**config.mk**
```make
export PLATFORM = sky130hd
export DESIGN_NAME = popcount25_expander
export DESIGN_NICKNAME = d
export VERILOG_FILES = /design/src/rtl/popcount25_expander.sv
export SDC_FILE = /design/constraint.sdc
export NUM_CORES = 1
export LEC_CHECK = 0
export ABC_AREA = 1
export CAP_MARGIN = 15
export CORE_AREA = 5 5 80 82
export CTS_CLUSTER_SIZE = 10
export DETAILED_ROUTE_END_ITERATION = 16
export DIE_AREA = 0 0 85 87
export PLACE_DENSITY = 0.75
export RECOVER_POWER = 50
export SYNTH_ARGS = -nofsm -noshare
export SYNTH_HDL_FRONTEND = slang
export SYNTH_SLANG_ARGS = --single-unit
```
**constraint.sdc**
```tcl
create_clock -name clk -period 1.4 [get_ports clk]
set_input_delay 0.28 -clock clk [delete_from_list [all_inputs] [get_ports clk]]
set_output_delay 0.28 -clock clk [all_outputs]
set_load 0.1 [all_outputs]
```
**src/rtl/popcount25_expander.sv**
```systemverilog
// popcount25_expander: inverse of a 25-input popcount. Each accepted request
// produces a 25-bit word with exactly min(in_count, 25) ones, either packed
// into the low bits (thermometer) or rotated left by a pseudo-random amount.
//
// state  | meaning
// IDLE   | waiting for a request, in_ready = 1
// BUILD  | shifting the thermometer pattern in, one bit per cycle (25 cycles)
// ROTATE | rotating the word left one bit per cycle, r cycles
// OUT    | result presented, held until out_ready
//
// Ports:
//   clk        rising-edge clock
//   rst_n      synchronous active-low reset
//   in_valid   request present
//   in_ready   block idle and able to accept
//   in_count   requested number of ones (0..31, clamped to 25)
//   in_mode    0 = thermometer, 1 = rotated thermometer
//   out_valid  out_vec/out_sat valid
//   out_ready  consumer accepts result
//   out_vec    generated word (zero outside OUT)
//   out_sat    in_count was above 25 (zero outside OUT)
//   busy       not in IDLE
module popcount25_expander #(
  parameter logic [7:0] LFSR_SEED = 8'h03
) (
  input  logic        clk,
  input  logic        rst_n,
  input  logic        in_valid,
  output logic        in_ready,
  input  logic [4:0]  in_count,
  input  logic        in_mode,
  output logic        out_valid,
  input  logic        out_ready,
  output logic [24:0] out_vec,
  output logic        out_sat,
  output logic        busy
);

  // An all-zero LFSR would lock up, so a zero seed is replaced by 1.
  localparam logic [7:0] SEED_EFF = (LFSR_SEED == 8'h00) ? 8'h01 : LFSR_SEED;

  typedef enum logic [1:0] {
    IDLE   = 2'd0,
    BUILD  = 2'd1,
    ROTATE = 2'd2,
    OUT    = 2'd3
  } state_t;

  state_t      state, state_nxt;
  logic [24:0] vec;
  logic [4:0]  idx;
  logic [4:0]  rot_cnt;
  logic [4:0]  cnt;
  logic        sat;
  logic        mode;
  logic [7:0]  lfsr;

  logic        accept;
  logic        lfsr_fb;
  logic [4:0]  cnt_clamped;
  logic [4:0]  rot_raw;
  logic [4:0]  rot_new;
  logic [5:0]  build_thresh;
  logic        build_bit;

  assign accept      = in_valid && (state == IDLE);
  assign lfsr_fb     = lfsr[7] ^ lfsr[5] ^ lfsr[4] ^ lfsr[3];
  assign cnt_clamped = (in_count > 5'd25) ? 5'd25 : in_count;
  assign rot_raw     = (lfsr[4:0] >= 5'd25) ? (lfsr[4:0] - 5'd25) : lfsr[4:0];
  assign rot_new     = in_mode ? rot_raw : 5'd0;

  // Ones enter during the last cnt BUILD cycles so they land in bits [cnt-1:0].
  assign build_thresh = 6'd25 - {1'b0, cnt};
  assign build_bit    = ({1'b0, idx} >= build_thresh);

  always_comb begin
    state_nxt = state;
    case (state)
      IDLE:   if (in_valid) state_nxt = BUILD;
      BUILD:  if (idx == 5'd24) state_nxt = (rot_cnt != 5'd0) ? ROTATE : OUT;
      ROTATE: if (rot_cnt == 5'd1) state_nxt = OUT;
      OUT:    if (out_ready) state_nxt = IDLE;
      default: state_nxt = IDLE;
    endcase
  end

  always_ff @(posedge clk) begin
    if (!rst_n) begin
      state   <= IDLE;
      vec     <= 25'h0;
      idx     <= 5'd0;
      rot_cnt <= 5'd0;
      cnt     <= 5'd0;
      sat     <= 1'b0;
      mode    <= 1'b0;
      lfsr    <= SEED_EFF;
    end else begin
      state <= state_nxt;
      case (state)
        IDLE: begin
          if (accept) begin
            cnt     <= cnt_clamped;
            sat     <= (in_count > 5'd25);
            mode    <= in_mode;
            vec     <= 25'h0;
            idx     <= 5'd0;
            rot_cnt <= rot_new;
            lfsr    <= {lfsr[6:0], lfsr_fb};
          end
        end
        BUILD: begin
          vec <= {vec[23:0], build_bit};
          idx <= idx + 5'd1;
        end
        ROTATE: begin
          vec     <= {vec[23:0], vec[24]};
          rot_cnt <= rot_cnt - 5'd1;
        end
        default: ;
      endcase
    end
  end

  assign in_ready  = (state == IDLE);
  assign busy      = (state != IDLE);
  assign out_valid = (state == OUT);
  assign out_vec   = (state == OUT) ? vec : 25'h0;
  assign out_sat   = (state == OUT) ? sat : 1'b0;

endmodule

```
Word-level counts from Yosys, hierarchy flattened
Cells that the tools add are included.

storage, ports and cells
  bits in registers = 51
  input port bits = 10
  output and inout port bits = 29
  logic and storage cells = 56

cells by class
  add/subtract/negate cells = 4
  magnitude comparators = 3
  equal/unequal tests = 10
  muxes and demuxes = 17
  bitwise logic cells = 3
  reductions and logical operators = 12

operators with widths
  operator                                              number
  case mux 25 bit (3 select lines)                      1
  2-to-1 mux 25 bit                                     2
  2-to-1 mux 5 bit                                      5
  case mux 5 bit (2 select lines)                       2
  2-to-1 mux 2 bit                                      4
  case mux 2 bit (4 select lines)                       1
  AND reduction 2 bit                                   4
  >= comparator 5 x 6 -> 1 bit                          1
  != test 2 bit, second input constant                  3
  nonzero test 2 bit                                    3
  subtractor 5 x 5 -> 6 bit, first input constant       1
  adder 5 x 1 -> 5 bit, second input constant           1
  equality test 5 x 1 -> 1 bit, second input constant   1
  equality test 5 bit, second input constant            1
  >= comparator 5 bit, second input constant            1
  greater-than comparator 5 bit, second input constant  1
  nonzero test 5 bit                                    1
  subtractor 5 x 1 -> 5 bit, second input constant      1
  subtractor 5 bit, second input constant               1
  equality test 2 bit, second input constant            2
  != test 2 x 1 -> 1 bit, second input constant         2
  AND reduction 4 bit                                   1
  nonzero test 3 bit                                    1
  XOR 1 bit                                             3
  4 further kinds                                       5

Depth between registers and ports, before layout
  depth after elaboration = 5
  gate-level depth with buffers = 14
  gate-level depth less buffers = 14

Worst setup path before layout
OpenSTA, ideal clock, no wires.

  path kind = flip-flop to flip-flop
  from = register state[1]
  to = register vec[10]
  setup time = 0.128 ns
  arrival = 2.652 ns
  data required time = 1.272 ns
  slack = -1.379 ns
  stages on the path, launching flop included = 10
  path buffers = 1
  period minus slack after synthesis = 2.779 ns
  cell sequence = dfxtp_1 inv_1 ha_1 inv_2 or2_4 nand2_8 nor2_4 buf_6 a32oi_1 nor2_1

on the way
  longest elaborated chain between the ends = 4
  elaborated cells on any way between the ends = 8
  those cells by class = 3 x eq/ne; 1 x mux; 4 x reduce/logical

RTL lines
  what                                     RTL line  source
  from (decl)                              49        state_t state, state_nxt;
  from (signal assigned)                   98        state <= state_nxt;
  zero test 2 bit *                        n/a
  via in_ready                             29        output logic in_ready,
  logical AND 1 bit                        66        assign accept = in_valid && (state == IDLE);
  != test 2 x 1 -> 1 bit (no source line)  n/a
  AND reduction 2 bit (no source line)     n/a
  to (signal assigned)                     112       vec <= {vec[23:0], build_bit};
  to (signal assigned)                     116       vec <= {vec[23:0], vec[24]};
  to (decl)                                50        logic [24:0] vec;

Mark *: on every way through the listed nets, which the timed path passes. The rest lies on a longest branch.
A chain may end at the register's enable or synchronous reset.

Worst setup path in the final report
  from = register state[0]
  to = register vec[3]

on the way
  longest elaborated chain between the ends = 4
  elaborated cells on any way between the ends = 8
  those cells by class = 3 x eq/ne; 1 x mux; 4 x reduce/logical

RTL lines
  what                                     RTL line
  zero test 2 bit                          66, 99
  logical AND 1 bit                        66
  != test 2 x 1 -> 1 bit (no source line)  n/a
  AND reduction 2 bit (no source line)     n/a

Several ways; a longest one is shown, not always the timed one.

==> results_tabular.tex <==
\begin{tabular}{lr}
\hline
Metric & Value \\
\hline
\multicolumn{2}{l}{\textbf{Setup path}} \\
\quad Delay-heaviest family, CP & simple AND/OR/NAND/NOR gates \\
\quad Sort of element at the end of the critical path & flip-flop \\
\quad Series of cell instances along the critical path & buf\_6 > inv\_4 > ha\_4 > inv\_12 > or2\_4 > nand2\_8 > nor2\_4 > clkbuf\_16 > a32oi\_4 > nor2\_2 \\
\quad Critical path startpoint category & flip-flop \\
\quad Highest net fanout along the worst path & 6 \\
\quad Slowest cell on the critical path & sky130\_fd\_sc\_hd\_\_dfxtp\_4 \\
\quad End of the worst register-to-register path & vec[3]\$\_SDFFE\_PN0P\_ \\
\quad Number of gates on the worst path with buffers counted & 10 \\
\quad Critical path class & flip-flop to flip-flop \\
\quad Worst reg2reg path depth & 10 \\
\quad WP data required & $\sim$1.6 ns \\
\quad Buf/Inv on CP & 4 \\
\quad Arrival time of data at the critical path endpoint & 2.07 ns \\
\quad Slack of the worst reg-to-reg path & -0.45 ns \\
\quad Worst R2R Start & state[0]\$\_SDFFE\_PN0P\_ \\
\quad Delay of the slowest critical-path stage & $\sim$0.38 ns \\
\multicolumn{2}{l}{\textbf{Logic synthesis}} \\
\quad Synth Flop Type & sky130\_fd\_sc\_hd\_\_dfxtp\_1 \\
\quad Register bit count reported by yosys & 51 \\
\quad Fraction of the yosys area taken by sequential cells & 38.1\% \\
\quad Mean area per synthesized cell & about 7.3 um\^{}2 \\
\quad Post-synth design cell area & 2680 um\^{}2 \\
\quad Syn. warnings & 0 \\
\quad Ys async rst share & 0\% \\
\quad Post-synth EDFFs & 0 \\
\quad Synth area leader & sky130\_fd\_sc\_hd\_\_dfxtp\_1 \\
\quad Cell types with the largest area share after synthesis & sky130\_fd\_sc\_hd\_\_dfxtp\_1, sky130\_fd\_sc\_hd\_\_nand2\_1, sky130\_fd\_sc\_hd\_\_inv\_1 \\
\quad Post-synth cell types & 32 \\
\quad Post-synthesis net count & just under 400 \\
\quad Synth top area share & 38.1\% \\
\quad Post-Syn Instances & approximately 370 \\
\multicolumn{2}{l}{\textbf{Timing}} \\
\quad Final-report max-slew violation count & 0 \\
\quad Setup Skew & between 0.015 and 0.02 ns \\
\quad Final-report setup violation count & 80 \\
\quad Period utilization & 132\% \\
\quad Fmax achieved & 541 MHz \\
\quad Relative max-transition margin & roughly three quarters \\
\quad Minimum period implied by the final worst setup slack & approximately 1.8 ns \\
\quad Final-report hold violation count & 0 \\
\quad Unrepaired setup endpoints after global routing & yes \\
\quad Worst-margin pin slew & about 0.35 ns \\
\quad Worst Setup Slack, final & -0.447 ns \\
\multicolumn{2}{l}{\textbf{Drt}} \\
\quad Initial drt markers & around 140 \\
\quad Mean number of vias per cell & 5.71 \\
\quad Drt total wl & 10.2 mm \\
\quad Number of search-and-repair iterations in the first detailed-routing pass & 4 \\
\quad DRC violations left & 0 \\
\quad Number of vias after detailed routing & between 3k and 4k \\
\quad Antenna-violating nets left & 0 \\
\quad Average detailed-routed wire length per instance & $\sim$19 um \\
\multicolumn{2}{l}{\textbf{Worst hold path}} \\
\quad Sink of the worst hold path & vec[0]\$\_SDFFE\_PN0P\_ \\
\quad Cell depth of the worst hold path & 2 \\
\quad Startpoint of the lowest-slack hold path & vec[0]\$\_SDFFE\_PN0P\_ \\
\quad Path class of the lowest-slack min-delay path & flip-flop to flip-flop \\
\multicolumn{2}{l}{\textbf{Floorplan}} \\
\quad DIE AREA & $\sim$7400 um\^{}2 \\
\quad Die X & around 85 um \\
\quad Cell row count & 28 \\
\quad Height of the chip & 87 um \\
\quad Total core area & about 5700 um\^{}2 \\
\quad Number of top-level pins & 39 \\
\quad Initial Util & between 40\% and 50\% \\
\multicolumn{2}{l}{\textbf{Layout}} \\
\quad Fraction of final layout cells with drive strength greater than 1 & roughly 52\% \\
\quad Diode insertion count for antenna repair & 0 \\
\quad Final core utilization & 84.8\% \\
\quad P\&R area growth vs syn & 79.6\% \\
\quad Final \#Nets & 483 \\
\multicolumn{2}{l}{\textbf{Clock tree}} \\
\quad Cts bufs inserted & 5 \\
\quad Worst-Skew Late Latency & 0.32 ns \\
\quad Clock Path Buffers & 2 \\
\quad Max H-tree Level & 2 \\
\quad Clock transition at the registers of the reported paths & 0.11 ns \\
\quad Clock tree from TritonCTS & yes \\
\quad Master cell of the clock root buffer & sky130\_fd\_sc\_hd\_\_clkbuf\_8 \\
\quad Clk sink count & 51 \\
\multicolumn{2}{l}{\textbf{Placement}} \\
\quad IO buf count & 38 \\
\quad Estimated wirelength of the detail-placed design & just under 5 mm \\
\quad Pre-CTS setup slack & -0.297 ns \\
\quad Final weighted congestion in routability-driven placement & about 0.86 \\
\multicolumn{2}{l}{\textbf{GRT}} \\
\quad First-pass GRT wire length & 13.5 mm \\
\quad Leftover overflow at the end of global routing & 0 \\
\quad Antenna violations before repair & 0 \\
\quad GRT Resource Usage Total & 22.5\% \\
\quad Via count of the first global-routing pass & between 2k and 3k \\
\quad Pin count of the biggest net entering global routing & 27 \\
\multicolumn{2}{l}{\textbf{Flow run}} \\
\quad Max Cap Viol & 0 \\
\multicolumn{2}{l}{\textbf{Status}} \\
\quad Run status & finished, violations left \\
\quad Violated checks & setup timing \\
\multicolumn{2}{l}{\textbf{Pwr}} \\
\quad Total power & roughly 7.6 mW \\
\quad Leakage dissipation & between 2 and 2.5 nW \\
\quad Max IR drop VDD & about 2.0 mV \\
\quad PD cells & about 1600 nW/um\^{}2 \\
\hline
\end{tabular}
## cells by family (layout without fill, tap and decap cells)
family                   after synthesis  in the layout  share of synthesized area, %
AO/OA/AOI/OAI                         77             78                          18.6
XOR/XNOR                               6              6                          1.96
adder cells (fa/ha/maj)               16             16                          7.47
buffers and inverters                 82            173                          12.4
flip-flops                            51             51                          38.1
AND/OR/NAND/NOR                      134            134                          21.4
## worst register-to-register path, delay by kind of cell (launching register included)
kind            cells  cell delay, ns
fa+ha+maj           1            0.20
simple gates        4            0.49
flops               1            0.38
compound gates      1            0.27
buf+inv             4            0.39
## how the worst max path moves through the flow
stage / startpoint / end
3_3_place_gp: in_valid / vec[8]$_SDFFE_PN0P_
5_1_grt: state[0]$_SDFFE_PN0P_ / vec[3]$_SDFFE_PN0P_
6_report: state[0]$_SDFFE_PN0P_ / vec[3]$_SDFFE_PN0P_
3_5_place_dp: cnt[1]$_SDFFE_PN0P_ / vec[0]$_SDFFE_PN0P_
4_1_cts: state[0]$_SDFFE_PN0P_ / out_vec[23]
2_1_floorplan: state[1]$_SDFFE_PN0P_ / vec[10]$_SDFFE_PN0P_
## flip-flops by register name, indices dropped and copies added (netlist names)
register / flops
cnt: 5
state: 2
lfsr: 8
vec: 25
rot_cnt: 5
sat: 1
idx: 5
## layout by cell type (no fill, tap or decap), drive strengths merged
cell type | Yosys | routed
a32oi | 24 | 24
a21oi | 18 | 18
buf | 9 | 89
or2 | 1 | 1
nand2 | 68 | 68
a31oi | 3 | 3
bufinv | 0 | 2
clkbuf | 7 | 6
o21a | 1 | 1
nand3b | 1 | 1
o211ai | 3 | 3
inv | 66 | 40
o21ai | 26 | 27
ha | 16 | 16
nor2 | 44 | 44
nand3 | 11 | 11
xor2 | 2 | 2
clkdlybuf4s50 | 0 | 9
xnor2 | 4 | 4
nor3 | 5 | 5
clkinvlp | 0 | 27
o221ai | 1 | 1
nor3b | 1 | 1
a211oi | 1 | 1
and3 | 1 | 1
nand4 | 2 | 2
dfxtp | 51 | 51
## final cells by class
| class | instances | area [um^2] |
|---|---|---|
| clock buffer | 5 | 68.8 |
| clock inverter | 3 | 67.6 |
| fill | 258 | 861 |
| inverter | 66 | 363 |
| multi-input combinational | 234 | 1880 |
| sequential | 51 | 1030 |
| tap | 75 | 93.8 |
| timing repair buffer | 99 | 1320 |
## stage by stage
| step | cells | TNS [ns] | hold slack (ns) | cell area (um^2) |
|---|---|---|---|---|
| floorplan | 366 | -21.41 | 0.423 | 2840 |
| detailed placement | 500 | -10.79 | 0.485 | 3840 |
| CTS | 523 | -23.39 | 0.510 | 4360 |
| global route | 533 | -28.65 | 0.530 | 4810 |
| finish | 533 | -25.31 | 0.512 | 4810 |
| global placement | 500 | -9.38 | 0.465 | 3840 |
## layer usage
| metal | vias up | GRT usage, % | wire, um |
|---|---|---|---|
| met2 | 143 | 42.2 | 5270 |
| li1 | 1384 | - | - |
| met1 | 1453 | 23.8 | 3810 |
| met3 | 63 | 3.97 | 461 |
| met5 | - | 0 | 0 |
| met4 | 0 | 11.7 | 670 |
## power by group
group	total, mW	switching, mW	internal (mW)	leakage (nW)
registers	1.89	0.220	1.67	0.417
clock network	1.27	0.557	0.714	0.0644
logic	4.45	2.53	1.91	1.57
## synth_stat cells (2+ instances only)
master	number
sky130_fd_sc_hd__xor2_1	2
sky130_fd_sc_hd__buf_6	2
sky130_fd_sc_hd__clkbuf_1	7
sky130_fd_sc_hd__a21oi_1	18
sky130_fd_sc_hd__xnor2_1	4
sky130_fd_sc_hd__o21ai_0	25
sky130_fd_sc_hd__buf_2	5
sky130_fd_sc_hd__nor3_1	5
sky130_fd_sc_hd__inv_1	63
sky130_fd_sc_hd__a31oi_1	3
sky130_fd_sc_hd__nand2_1	66
sky130_fd_sc_hd__nor2_1	43
sky130_fd_sc_hd__ha_1	16
sky130_fd_sc_hd__dfxtp_1	51
sky130_fd_sc_hd__nand3_1	11
sky130_fd_sc_hd__inv_2	3
sky130_fd_sc_hd__o211ai_1	3
sky130_fd_sc_hd__a32oi_1	24
sky130_fd_sc_hd__nand4_1	2
## what timing repair did
item	in CTS	in global routing
setup buffers	12	14
cloned	3	1
hold buffers	0	0
endpoints found under the setup margin	67	80
hold endpoints to repair	0	0
resized for setup	76	96
pin swaps	5	25
No activity file was read; power rests on OpenSTA's default activity.
==> edit (same flow settings) <==
Register the input `in_mode` before use, cleared by the reset. The logic sees it one clock later. The other inputs are not delayed to match.
--- a/src/rtl/popcount25_expander.sv
+++ b/src/rtl/popcount25_expander.sv
@@ -46,6 +46,16 @@
     OUT    = 2'd3
   } state_t;
 
+  logic in_mode_q;
+
+  always_ff @(posedge clk) begin
+    if (!rst_n) begin
+      in_mode_q <= '0;
+    end else begin
+      in_mode_q <= in_mode;
+    end
+  end
+
   state_t      state, state_nxt;
   logic [24:0] vec;
   logic [4:0]  idx;
@@ -67,7 +77,7 @@
   assign lfsr_fb     = lfsr[7] ^ lfsr[5] ^ lfsr[4] ^ lfsr[3];
   assign cnt_clamped = (in_count > 5'd25) ? 5'd25 : in_count;
   assign rot_raw     = (lfsr[4:0] >= 5'd25) ? (lfsr[4:0] - 5'd25) : lfsr[4:0];
-  assign rot_new     = in_mode ? rot_raw : 5'd0;
+  assign rot_new     = in_mode_q ? rot_raw : 5'd0;
 
   // Ones enter during the last cnt BUILD cycles so they land in bits [cnt-1:0].
   assign build_thresh = 6'd25 - {1'b0, cnt};
@@ -101,7 +111,7 @@
           if (accept) begin
             cnt     <= cnt_clamped;
             sat     <= (in_count > 5'd25);
-            mode    <= in_mode;
+            mode    <= in_mode_q;
             vec     <= 25'h0;
             idx     <= 5'd0;
             rot_cnt <= rot_new;
Formal check against the unedited RTL: no difference found for any inputs over 10 cycles, from zero or initial values and one cycle with rst_n low; that may be too few to reach the edited logic, so the function may still have changed.
==> edit against the original RTL <==
  * The run still ends with negative setup slack left
  * First-iteration DRC count is 30% higher
  * Sequential share of layout area increased by 0.96 points
  * Cell area is 2.4% lower
  * Count of clock-buffer cells in the layout grew 2
  * Clock skew down 6.8 ps
  * Wire length is 11% lower
  * Setup slack worse by 28 ps
  * Hold slack got worse by 20 ps
  * Sequential cell count grew 1
  * Global-route usage down 1.0 points
  * Synthesized area rose by 0.23%
  * Maximum frequency is 1.5% lower
  * Total power is 9.9% lower
  * Critical endpoint is now vec[0]
==> edit: results (changes against the original RTL) <==
stage	metric	value	unit	change
min_path	hold_end	lfsr[6]		was vec[0]
setup_path	cp_slowest_cell	dfxtp_2		was dfxtp_4
timing	tns	-19850	ps	was -25310 ps
global_routing	grt_pass1_vias	2772		was 2923
placement	io_buffers	38		unchanged
placement	hpwlAfterDp	4.778	mm	was 4.954 mm
min_path	holdPathStages	2		unchanged
global_routing	antenna_found_initial	0		unchanged
status	violations	negative setup slack		unchanged
timing	relSlewSlack	71.37	%	was 76.49%
synth	ys_async_sr_fraction	0	%	unchanged
timing	fin_skew	8.180	ps	was 15.00 ps
setup_path	path_max_fanout	2		was 6
setup_path	r2r_end	vec[0]		was vec[3]
synth	yosys-top-cells-area	dfxtp_1 (39%), nand2_1 (8.8%), inv_1 (8.7%)		was dfxtp_1 (38%), nand2_1 (9.2%), inv_1 (8.8%)
power_and_ir_drop	vdd_drop_max	1125	uV	was 1978 uV
global_routing	grt_pass1_wl	12.79	mm	was 13.48 mm
placement	placed_area	3994	um2	was 3842 um2
finish	layout.cells.non_filler	530		was 533
status	status	complete, but fails checks		unchanged
setup_path	regToRegStartpoint	cnt[1]		was state[0]
finish	nFillCells	302		was 258
global_routing	grt_usage	21.46	%	was 22.47%
synth	ys_seq_area_share	38.75	%	was 38.10%
finish	layout.nets	480		was 483
setup_path	crit_type	reg -> reg		unchanged
placement	place_congestion	0.8227		was 0.8608
min_path	min_from	lfsr[6]		was vec[0]
clocking	cts-buffers-inserted	5		unchanged
timing	final.setup.worst_slack	-475.0	ps	was -447.2 ps
synth	synth_common_cells	nand2_1 (63), inv_1 (62), dfxtp_1 (52), nor2_1 (45), a32oi_1 (24)		was nand2_1 (66), inv_1 (63), dfxtp_1 (51), nor2_1 (43), o21ai_0 (25)
setup_path	reg2reg_depth	14		was 10
timing	holdWs	492.4	ps	was 512.0 ps
detailed_routing	vias_per_cell	5.460		was 5.709
detailed_routing	dr.first_iter.drc_count	178		was 137
timing	final-setup-viol-count	73		was 80
flow_run	cap_violations	0		unchanged
setup_path	cp.arrival	2120	ps	was 2070 ps
clocking	insertion_delay	310	ps	
detailed_routing	wire_per_inst	17.06	um	was 19.15 um
finish	final_layout_size_suffix_gt1_share	46.15	%	was 51.53%
global_routing	grt_start_max_net_pins	26		was 27
setup_path	slowest_delay	350	ps	was 380 ps
clocking	path_clk_slew	90	ps	was 110 ps
placement	dp_slack	-277.1	ps	was -296.8 ps
power_and_ir_drop	p_leak	2.124	nW	was 2.056 nW
[edit: cell type report]
type	count	area [um2]	share of cell area (%)
Multi-Input combinational cell	235	1812	38.57
Timing Repair Buffer	94	1285	27.36
Tap cell	75	93.84	1.998
Clock inverter	1	6.256	0.1332
Sequential cell	52	1049	22.32
Inverter	66	365.4	7.778
Clock buffer	7	86.33	1.838
[edit: critical path, delay by kind of cell (launching register included)]
family,cells,cell delay (ps)
compound gates,1,130
xor+xnor,1,120
fa+ha+maj,2,460
buf+inv,2,110
flops,1,350
simple gates,8,640
[edit: metal layers]
layer	track usage, %	up-vias	routed length, um
met4	7.914	0	327
li1	-	1384	-
met5	0	-	0
met2	41.31	97	4943
met1	22.82	1384	3378
met3	4.447	29	391
[edit: worst max path at each step]
stage / to
finish: vec[0]
global route: vec[0]
CTS: out_sat
detailed placement: vec[0]
global placement: idx[3]
floorplan: vec[10]
[edit: kinds of logic after synthesis]
| group | Yosys count | synth area share [%] |
|---|---|---|
| compound gates | 79 | 19.24 |
| xor+xnor | 5 | 1.630 |
| fa+ha+maj | 16 | 7.452 |
| buf+inv | 82 | 12.30 |
| flops | 52 | 38.75 |
| simple gates | 132 | 20.63 |
[edit: what timing repair did]
action | CTS | global route
endpoints found under the setup margin | 68 | 77
resized for setup | 70 | 39
hold buffers | 0 | 0
cloned | 4 | 1
buffers inserted | 10 | 8
pin swaps | 27 | 20
[edit: power by group]
group          leakage (nW)  internal, mW  total [mW]  switching [mW]
clock                0.0488         0.404       0.897           0.492
combinational          1.65          1.75        4.06            2.31
sequential            0.425          1.70        1.90           0.200
total                  2.12          3.85        6.85            3.00
